--- src/rtl/instr_encoder.sv ---
// RISC-V I/S/B/J instruction encoder with range/alignment checking.
// Encoded beats are queued in a 2-entry FIFO, and the block counts delivered and erroneous beats.
module instr_encoder (
    input  logic        clk,
    input  logic        rst_n,
    input  logic        in_valid,
    output logic        in_ready,
    input  logic [1:0]  in_fmt,
    input  logic [6:0]  in_opcode,
    input  logic [2:0]  in_funct3,
    input  logic [4:0]  in_rd,
    input  logic [4:0]  in_rs1,
    input  logic [4:0]  in_rs2,
    input  logic [31:0] in_imm,
    output logic        out_valid,
    input  logic        out_ready,
    output logic [31:0] out_instr,
    output logic [1:0]  out_err,
    output logic [15:0] enc_count,
    output logic [7:0]  err_count
);

    localparam logic [1:0] FMT_I = 2'b00;
    localparam logic [1:0] FMT_S = 2'b01;
    localparam logic [1:0] FMT_B = 2'b10;

    localparam logic signed [31:0] IS_MIN = -32'sd2048;
    localparam logic signed [31:0] IS_MAX = 32'sd2047;
    localparam logic signed [31:0] B_MIN  = -32'sd4096;
    localparam logic signed [31:0] B_MAX  = 32'sd4094;
    localparam logic signed [31:0] J_MIN  = -32'sd1048576;
    localparam logic signed [31:0] J_MAX  = 32'sd1048574;

    logic [31:0] encInstr;
    logic        rangeErr;
    logic        alignErr;
    logic signed [31:0] immS;

    logic [31:0] memInstr_q [2];
    logic [1:0]  memErr_q   [2];
    logic        wrPtr_q, wrPtr_d;
    logic        rdPtr_q, rdPtr_d;
    logic [1:0]  count_q, count_d;
    logic [15:0] encCount_q, encCount_d;
    logic [7:0]  errCount_q, errCount_d;
    logic        accept;
    logic        deliver;

    assign immS = $signed(in_imm);

    // Out-of-range immediates still encode their truncated bits; only the error flag differs.
    always_comb begin
        encInstr = '0;
        rangeErr = 1'b0;
        alignErr = 1'b0;
        case (in_fmt)
            FMT_I: begin
                encInstr = {in_imm[11:0], in_rs1, in_funct3, in_rd, in_opcode};
                rangeErr = (immS < IS_MIN) || (immS > IS_MAX);
            end
            FMT_S: begin
                encInstr = {in_imm[11:5], in_rs2, in_rs1, in_funct3, in_imm[4:0], in_opcode};
                rangeErr = (immS < IS_MIN) || (immS > IS_MAX);
            end
            FMT_B: begin
                encInstr = {in_imm[12], in_imm[10:5], in_rs2, in_rs1, in_funct3,
                            in_imm[4:1], in_imm[11], in_opcode};
                rangeErr = (immS < B_MIN) || (immS > B_MAX);
                alignErr = in_imm[0];
            end
            default: begin
                encInstr = {in_imm[20], in_imm[10:1], in_imm[11], in_imm[19:12], in_rd, in_opcode};
                rangeErr = (immS < J_MIN) || (immS > J_MAX);
                alignErr = in_imm[0];
            end
        endcase
    end

    assign in_ready  = (count_q < 2'd2);
    assign out_valid = (count_q != 2'd0);
    assign accept    = in_valid && in_ready;
    assign deliver   = out_valid && out_ready;

    assign out_instr = out_valid ? memInstr_q[rdPtr_q] : 32'd0;
    assign out_err   = out_valid ? memErr_q[rdPtr_q]   : 2'd0;
    assign enc_count = encCount_q;
    assign err_count = errCount_q;

    always_comb begin
        wrPtr_d    = wrPtr_q;
        rdPtr_d    = rdPtr_q;
        count_d    = count_q;
        encCount_d = encCount_q;
        errCount_d = errCount_q;
        if (accept) begin
            wrPtr_d = ~wrPtr_q;
        end
        if (deliver) begin
            rdPtr_d    = ~rdPtr_q;
            encCount_d = encCount_q + 16'd1;
            if ((memErr_q[rdPtr_q] != 2'd0) && (errCount_q != 8'hFF)) begin
                errCount_d = errCount_q + 8'd1;
            end
        end
        if (accept && !deliver) begin
            count_d = count_q + 2'd1;
        end else if (deliver && !accept) begin
            count_d = count_q - 2'd1;
        end
    end

    always_ff @(posedge clk or negedge rst_n) begin
        if (!rst_n) begin
            wrPtr_q       <= 1'b0;
            rdPtr_q       <= 1'b0;
            count_q       <= 2'd0;
            encCount_q    <= 16'd0;
            errCount_q    <= 8'd0;
            memInstr_q[0] <= 32'd0;
            memInstr_q[1] <= 32'd0;
            memErr_q[0]   <= 2'd0;
            memErr_q[1]   <= 2'd0;
        end else begin
            wrPtr_q    <= wrPtr_d;
            rdPtr_q    <= rdPtr_d;
            count_q    <= count_d;
            encCount_q <= encCount_d;
            errCount_q <= errCount_d;
            if (accept) begin
                memInstr_q[wrPtr_q] <= encInstr;
                memErr_q[wrPtr_q]   <= {alignErr, rangeErr};
            end
        end
    end

endmodule

--- config.mk ---
export PLATFORM = sky130hd
export DESIGN_NAME = instr_encoder
export DESIGN_NICKNAME = d
export VERILOG_FILES = /design/src/rtl/instr_encoder.sv
export SDC_FILE = /design/constraint.sdc
export NUM_CORES = 1
export LEC_CHECK = 0
export BUFFER_PORTS_ARGS = -buffer_cell sky130_fd_sc_hd__buf_4
export CAP_MARGIN = 15
export CORE_MARGIN = 4
export CORE_UTILIZATION = 55
export DETAILED_ROUTE_END_ITERATION = 8
export PLACE_DENSITY = 0.93
export SYNTH_ARGS = -nofsm -noshare
export SYNTH_HDL_FRONTEND = slang
export SYNTH_SLANG_ARGS = --single-unit
--- constraint.sdc ---
create_clock -name clk -period 3.9 [get_ports clk]
set_input_delay 0.195 -clock clk [delete_from_list [all_inputs] [get_ports clk]]
set_output_delay 0.195 -clock clk [all_outputs]
set_load 0.02 [all_outputs]
## Word-level counts from Yosys, hierarchy flattened

Cells that the tools add are included.

| word-level totals | value |
|---|---|
| register bits after elaboration | 96 |
| word-level logic and storage cells | 66 |

| cells by class | value |
|---|---|
| add/sub/neg operators | 4 |
| $lt $le $gt $ge | 10 |
| equal/unequal tests | 3 |
| multiplexer cells | 19 |
| bitwise gates (word level) | 4 |
| reductions and logical operators | 17 |

Operators by type and width:

| kind | count |
|---|---|
| $mux W32 | 5 |
| $pmux W32 S3 | 1 |
| $bwmux W64 | 1 |
| $demux W32 S1 | 1 |
| $gt A32 B12 Y1 const B | 1 |
| $gt A32 B13 Y1 const B | 1 |
| $gt A32 B21 Y1 const B | 1 |
| $lt A32 B12 Y1 const B | 1 |
| $lt A32 B13 Y1 const B | 1 |
| $lt A32 B21 Y1 const B | 1 |
| $add A16 B1 Y16 const B | 1 |
| $mux W2 | 7 |
| $add A8 B1 Y8 const B | 1 |
| $ne A8 B8 Y1 const B | 1 |
| $logic_and A1 B1 Y1 | 6 |
| $reduce_bool A2 Y1 | 3 |
| $bwmux W4 | 1 |
| $ge A2 B2 Y1 const B | 2 |
| $not A1 Y2 | 2 |
| $logic_or A1 B1 Y1 | 3 |
| $add A2 B1 Y2 const B | 1 |
| $demux W2 S1 | 1 |
| $eq A2 B1 Y1 const B | 1 |
| $eq A2 B2 Y1 const B | 1 |
| other kinds (10) | 12 |

## Longest topological paths before layout

| logic depth | value |
|---|---|
| depth after elaboration | 7 |
| gate-level depth with buffers | 7 |

## Worst setup path after synthesis

No wires, ideal clock.

| timing path | value |
|---|---|
| path kind | register -> register |
| start | register errCount_q[0] (netlist: err_count[0]) |
| end | register errCount_q[1] (netlist: err_count[1]) |
| library setup time | 0.127 ns |
| arrival time | 1.656 ns |
| slack | 2.117 ns |
| cell stages (with the launch flop) | 5 |
| buffers on the path | 0 |
| clock period less this slack | 1.783 ns |
| path through | dfrtp_1 ha_1 and3_4 a311oi_4 mux2_1 |

| on the way | value |
|---|---|
| cells in the longest elaborated chain, start to end | 3 |

Ends and longest elaborated chain:

| what | RTL line | RTL |
|---|---|---|
| start: declaration | 45 | `logic [7:0] errCount_q, errCount_d;` |
| start signal: assignment | 128 | `errCount_q <= errCount_d;` |
| parallel branches: the longest is 3 deep, another holds $add A8 B1 Y8 | - |  |

Several ways; the timed one is not identified.
A chain may end at the register's enable or synchronous reset.

## Worst setup path in the final report

| timing path | value |
|---|---|
| start | register count_q[1] |
| end | register memErr_q[2] in the netlist's numbering |

| on the way | value |
|---|---|
| cells in the longest elaborated chain, start to end | 2 |

Ends and longest elaborated chain:

| what | RTL line | RTL |
|---|---|---|
| start: declaration | 43 | `logic [1:0] count_q, count_d;` |
| start signal: assignment | 126 | `count_q <= count_d;` |
| $lt A2 B2 Y1 | 79 | `assign in_ready = (count_q < 2'd2);` |
| $logic_and A1 B1 Y1 | 81 | `assign accept = in_valid && in_ready;` |
| end signal: indexed assignment | 131 | `memErr_q[wrPtr_q] <= {alignErr, rangeErr};` |
| end: declaration | 40 | `logic [1:0] memErr_q [2];` |

Every way passes these cells.

==> metrics.txt <==
# TYPE chip_impl_metric gauge
chip_impl_info{name="status",value="finished clean"} 1
chip_impl_info{name="synth-main-ff-cell",value="sky130_fd_sc_hd__dfrtp_1"} 1
chip_impl_metric{name="setup_clock_skew_after_layout",unit="ns"} 0.0139
chip_impl_metric{name="placement_rows",unit=""} 33
chip_impl_metric{name="area.growth.synth_to_final",unit="%"} 25.6
chip_impl_info{name="path_common_cell",value="sky130_fd_sc_hd__nor2b_1"} 1
chip_impl_metric{name="antenna_found_initial",unit=""} 0
chip_impl_metric{name="global_route.usage.total",unit="%"} 22.9
chip_impl_metric{name="path_clk_slew",unit="ns"} 0.09
chip_impl_metric{name="antenna_left",unit=""} 0
chip_impl_metric{name="cts_repair_resize_count",unit=""} 0
chip_impl_metric{name="period_minus_slack",unit="ns"} 2.31
chip_impl_metric{name="multi_input_area",unit="mm^2"} 0.00211
chip_impl_metric{name="via_count",unit=""} 3805
chip_impl_info{name="min_to",value="memInstr_q[35]"} 1
chip_impl_metric{name="maxSlewHeadroom",unit="%"} 20.2
chip_impl_metric{name="first_global_vias",unit=""} 3785
chip_impl_metric{name="port_buf_inserts",unit=""} 122
chip_impl_info{name="crit-reg2reg-launch",value="count_q[1]"} 1
chip_impl_metric{name="placed_cells",unit=""} 670
chip_impl_metric{name="critPathRequiredTime",unit="ns"} 4.03
chip_impl_metric{name="initial_core_util",unit="%"} 56.5
chip_impl_metric{name="ys_types",unit=""} 38
chip_impl_metric{name="place.detailed.hpwl",unit="mm"} 8.23
chip_impl_metric{name="drt_iter0_drc",unit=""} 247
chip_impl_info{name="series_of_cell_instances_along_the_critical_path",value="nor2b_1 -> nor2b_1 -> a41oi_1"} 1
chip_impl_metric{name="synth-edff-count",unit=""} 0
chip_impl_metric{name="r2r_setup_slack",unit="ns"} 1.59
chip_impl_metric{name="cts_inserted_buffers",unit=""} 9
chip_impl_metric{name="post_cts_buffers",unit=""} 0
chip_impl_metric{name="design.portCount",unit=""} 123
chip_impl_metric{name="globalRoute.totalOverflow",unit=""} 0
chip_impl_metric{name="cts_sinks",unit=""} 96
chip_impl_info{name="netlist_top_cells_area",value="sky130_fd_sc_hd__dfrtp_1 52%, sky130_fd_sc_hd__mux2i_1 11%, sky130_fd_sc_hd__nand2_1 8.0%, sky130_fd_sc_hd__o21ai_0 4.4%, sky130_fd_sc_hd__nor2_1 3.8%"} 1
chip_impl_metric{name="routed_vias_inst",unit=""} 5.55
chip_impl_metric{name="area.sequential",unit="mm^2"} 0.00240
chip_impl_metric{name="clock_latency",unit="ns"} 0.35
chip_impl_info{name="element_type_at_the_critical_path_start",value="flip-flop"} 1
chip_impl_metric{name="cp.arrival",unit="ns"} 2.44
chip_impl_metric{name="leakagePower",unit="nW"} 2.95
chip_impl_metric{name="drc",unit=""} 0
chip_impl_metric{name="fraction_of_layout_instances_using_a_drive_strength_above_1",unit="%"} 27.8
chip_impl_metric{name="netlist_area",unit="mm^2"} 0.00462
chip_impl_metric{name="final.period_utilization",unit="%"} 59.3
chip_impl_info{name="post-synth-top-area-cell",value="sky130_fd_sc_hd__dfrtp_1"} 1
chip_impl_metric{name="cap_violations",unit=""} 0
chip_impl_metric{name="syn_avg_cell_area",unit="um^2"} 10.0
chip_impl_info{name="tritoncts",value="built"} 1
chip_impl_metric{name="worst_r2r_path_depth",unit=""} 3
chip_impl_info{name="clock_tree.root_cell",value="sky130_fd_sc_hd__clkbuf_8"} 1
chip_impl_metric{name="critical_path.max_stage_delay",unit="ns"} 0.99
chip_impl_metric{name="dieArea",unit="mm^2"} 0.00993
chip_impl_metric{name="die_width",unit="um"} 99.6
chip_impl_metric{name="routed_wirelength",unit="mm"} 11.3
chip_impl_metric{name="cts-htree-levels",unit=""} 3
chip_impl_metric{name="ir_drop",unit="mV"} 0.559
chip_impl_info{name="critical_path_class",value="reg -> reg"} 1
chip_impl_info{name="final_common_cell",value="sky130_fd_sc_hd__buf_4"} 1
chip_impl_metric{name="grt_pass1_wl",unit="mm"} 18.2
chip_impl_metric{name="power.density_cell_area",unit="mW/mm^2"} 780
chip_impl_info{name="unrepaired_setup_endpoints_after_global_routing",value="no"} 1
chip_impl_metric{name="drt_pass1_iterations",unit=""} 4
chip_impl_metric{name="height_of_the_die",unit="um"} 99.6
chip_impl_metric{name="layout.cells.non_filler",unit=""} 685
chip_impl_info{name="cp_endpoint_kind",value="flip-flop"} 1
chip_impl_metric{name="cts_hold_repair.buffers",unit=""} 1
chip_impl_metric{name="layout.filler_cells",unit=""} 570
chip_impl_metric{name="postSynthRegisterBits",unit=""} 96
chip_impl_metric{name="synth.yosys.warnings",unit=""} 0
chip_impl_metric{name="critPathMaxFanout",unit=""} 15
chip_impl_info{name="worstReg2RegEnd",value="memErr_q[2]"} 1
chip_impl_metric{name="wl_per_cell",unit="um"} 16.4
chip_impl_metric{name="postSynth.asyncResetShare",unit="%"} 100
chip_impl_metric{name="fp.coreArea",unit="mm^2"} 0.00818
chip_impl_metric{name="max_slew_violation_count",unit=""} 0
chip_impl_metric{name="grt_start_max_net_pins",unit=""} 54
chip_impl_metric{name="max_clk_rate",unit="MHz"} 432
chip_impl_metric{name="number_of_cells_traversed_by_the_worst_hold_path",unit=""} 3
chip_impl_metric{name="antenna_cells",unit=""} 0
chip_impl_info{name="mostFrequentLayoutCells",value="126 x sky130_fd_sc_hd__buf_4, 98 x sky130_fd_sc_hd__nand2_1, 95 x sky130_fd_sc_hd__dfrtp_1"} 1
chip_impl_metric{name="post_synth_inst_count",unit=""} 461
chip_impl_metric{name="holdWs",unit="ns"} 0.0445
chip_impl_metric{name="synth_nets",unit=""} 527
chip_impl_metric{name="report.final.hold_viol_count",unit=""} 0
chip_impl_info{name="slowest_stage_cell_cp",value="sky130_fd_sc_hd__nor2b_1"} 1
chip_impl_metric{name="tightest_slew",unit="ns"} 1.19
chip_impl_metric{name="cts_buffer_depth",unit=""} 2
chip_impl_metric{name="yosysSeqAreaShare",unit="%"} 52.0
chip_impl_metric{name="gpl.final_weighted_congestion",unit=""} 0.886
chip_impl_info{name="hold_path.class",value="in -> reg"} 1
chip_impl_metric{name="design.final.nets",unit=""} 643
chip_impl_metric{name="finalSetupViolCount",unit=""} 0
chip_impl_info{name="min_from",value="in_opcode[3]"} 1
chip_impl_metric{name="setup_tns",unit="ns"} 0
chip_impl_metric{name="synth_top_cell_area_share",unit="%"} 52.0
[synth_stat cells (2+ instances only)]
library cell,instances
sky130_fd_sc_hd__mux2_2,14
sky130_fd_sc_hd__and3_1,7
sky130_fd_sc_hd__nand4_1,14
sky130_fd_sc_hd__nor2b_1,2
sky130_fd_sc_hd__xor2_1,7
sky130_fd_sc_hd__o21a_1,2
sky130_fd_sc_hd__nand2b_1,3
sky130_fd_sc_hd__ha_1,3
sky130_fd_sc_hd__or4_1,2
sky130_fd_sc_hd__o21ai_0,41
sky130_fd_sc_hd__a41oi_1,2
sky130_fd_sc_hd__o21ai_1,2
sky130_fd_sc_hd__nand3_1,4
sky130_fd_sc_hd__nor3_1,2
sky130_fd_sc_hd__xnor2_1,20
sky130_fd_sc_hd__inv_1,3
sky130_fd_sc_hd__a21oi_1,2
sky130_fd_sc_hd__dfrtp_1,96
sky130_fd_sc_hd__mux2i_1,52
sky130_fd_sc_hd__buf_2,7
sky130_fd_sc_hd__clkbuf_1,14
sky130_fd_sc_hd__nand2_1,98
sky130_fd_sc_hd__nor4_1,3
sky130_fd_sc_hd__nor2_1,47
[how the worst max path moves through the flow]
stage | slack, ns | to | depth (start not counted) | from
2_1_floorplan | 2.12 | err_count[1] | 4 | err_count[0]
4_1_cts | 1.63 | memErr_q[2] | 3 | count_q[1]
3_5_place_dp | 1.69 | memErr_q[2] | 3 | count_q[1]
3_3_place_gp | 1.93 | memErr_q[2] | 3 | count_q[1]
6_report | 1.59 | memErr_q[2] | 3 | count_q[1]
5_1_grt | 1.39 | memErr_q[2] | 3 | count_q[1]
[area by class of cell]
cell class / instances / area share [%]
Timing Repair Buffer: 127 / 16.5
Inverter: 4 / 0.259
Sequential cell: 96 / 41.4
Clock buffer: 11 / 2.44
Multi-Input combinational cell: 339 / 36.4
Clock inverter: 3 / 0.755
Tap cell: 105 / 2.26
[metrics by stage]
| stage | utilization, % | instance area, um^2 | total power [mW] | worst slack, ns |
|---|---|---|---|---|
| finish | 71.0 | 5800 | 4.52 | 1.59 |
| CTS | 71.0 | 5800 | 4.55 | 1.63 |
| global placement | 68.6 | 5610 | 3.81 | 1.93 |
| global route | 71.0 | 5800 | 4.82 | 1.39 |
| floorplan | - | 4620 | 3.05 | 2.12 |
| detailed placement | 68.6 | 5610 | 3.91 | 1.69 |
[logic make-up (layout without fill, tap and decap cells)]
kind of cell	after synthesis	count (layout)	share of synthesized area, %
adders and majority gates	3	3	0.813
muxes	67	67	14.9
and+or+nand+nor	186	186	17.4
buffers and inverters	26	145	2.38
DFF	96	96	52.0
AOI/OAI and AO/OA	55	55	6.96
xor gates and xnor gates	28	28	5.47
[critical path, delay by kind of cell (launching register included)]
family          cells  cell delay, ns
simple gates        2            1.36
compound gates      1            0.31
flops               1            0.42
[state kept, by name (all words and copies together), names as in the netlist]
signal      cells
enc_count      16
err_count       8
rdPtr_q         1
memErr_q        4
count_q         2
memInstr_q     64
wrPtr_q         1
[per-layer routing]
layer  wire length, um  GRT usage [%]  vias up
met2              5710           38.1      134
met4               384           10.3        0
met5                 0              0        -
met3               620           3.51       35
met1              4550           29.8     1844
li1                  -              -     1792
[power breakdown]
group | switching (mW) | total (mW) | internal [mW]
logic | 1.25 | 2.19 | 0.943
registers | 0.299 | 1.71 | 1.41
clock network | 0.322 | 0.630 | 0.308
total | 1.87 | 4.52 | 2.66
Note: power is estimated with default switching activity, not from simulation.
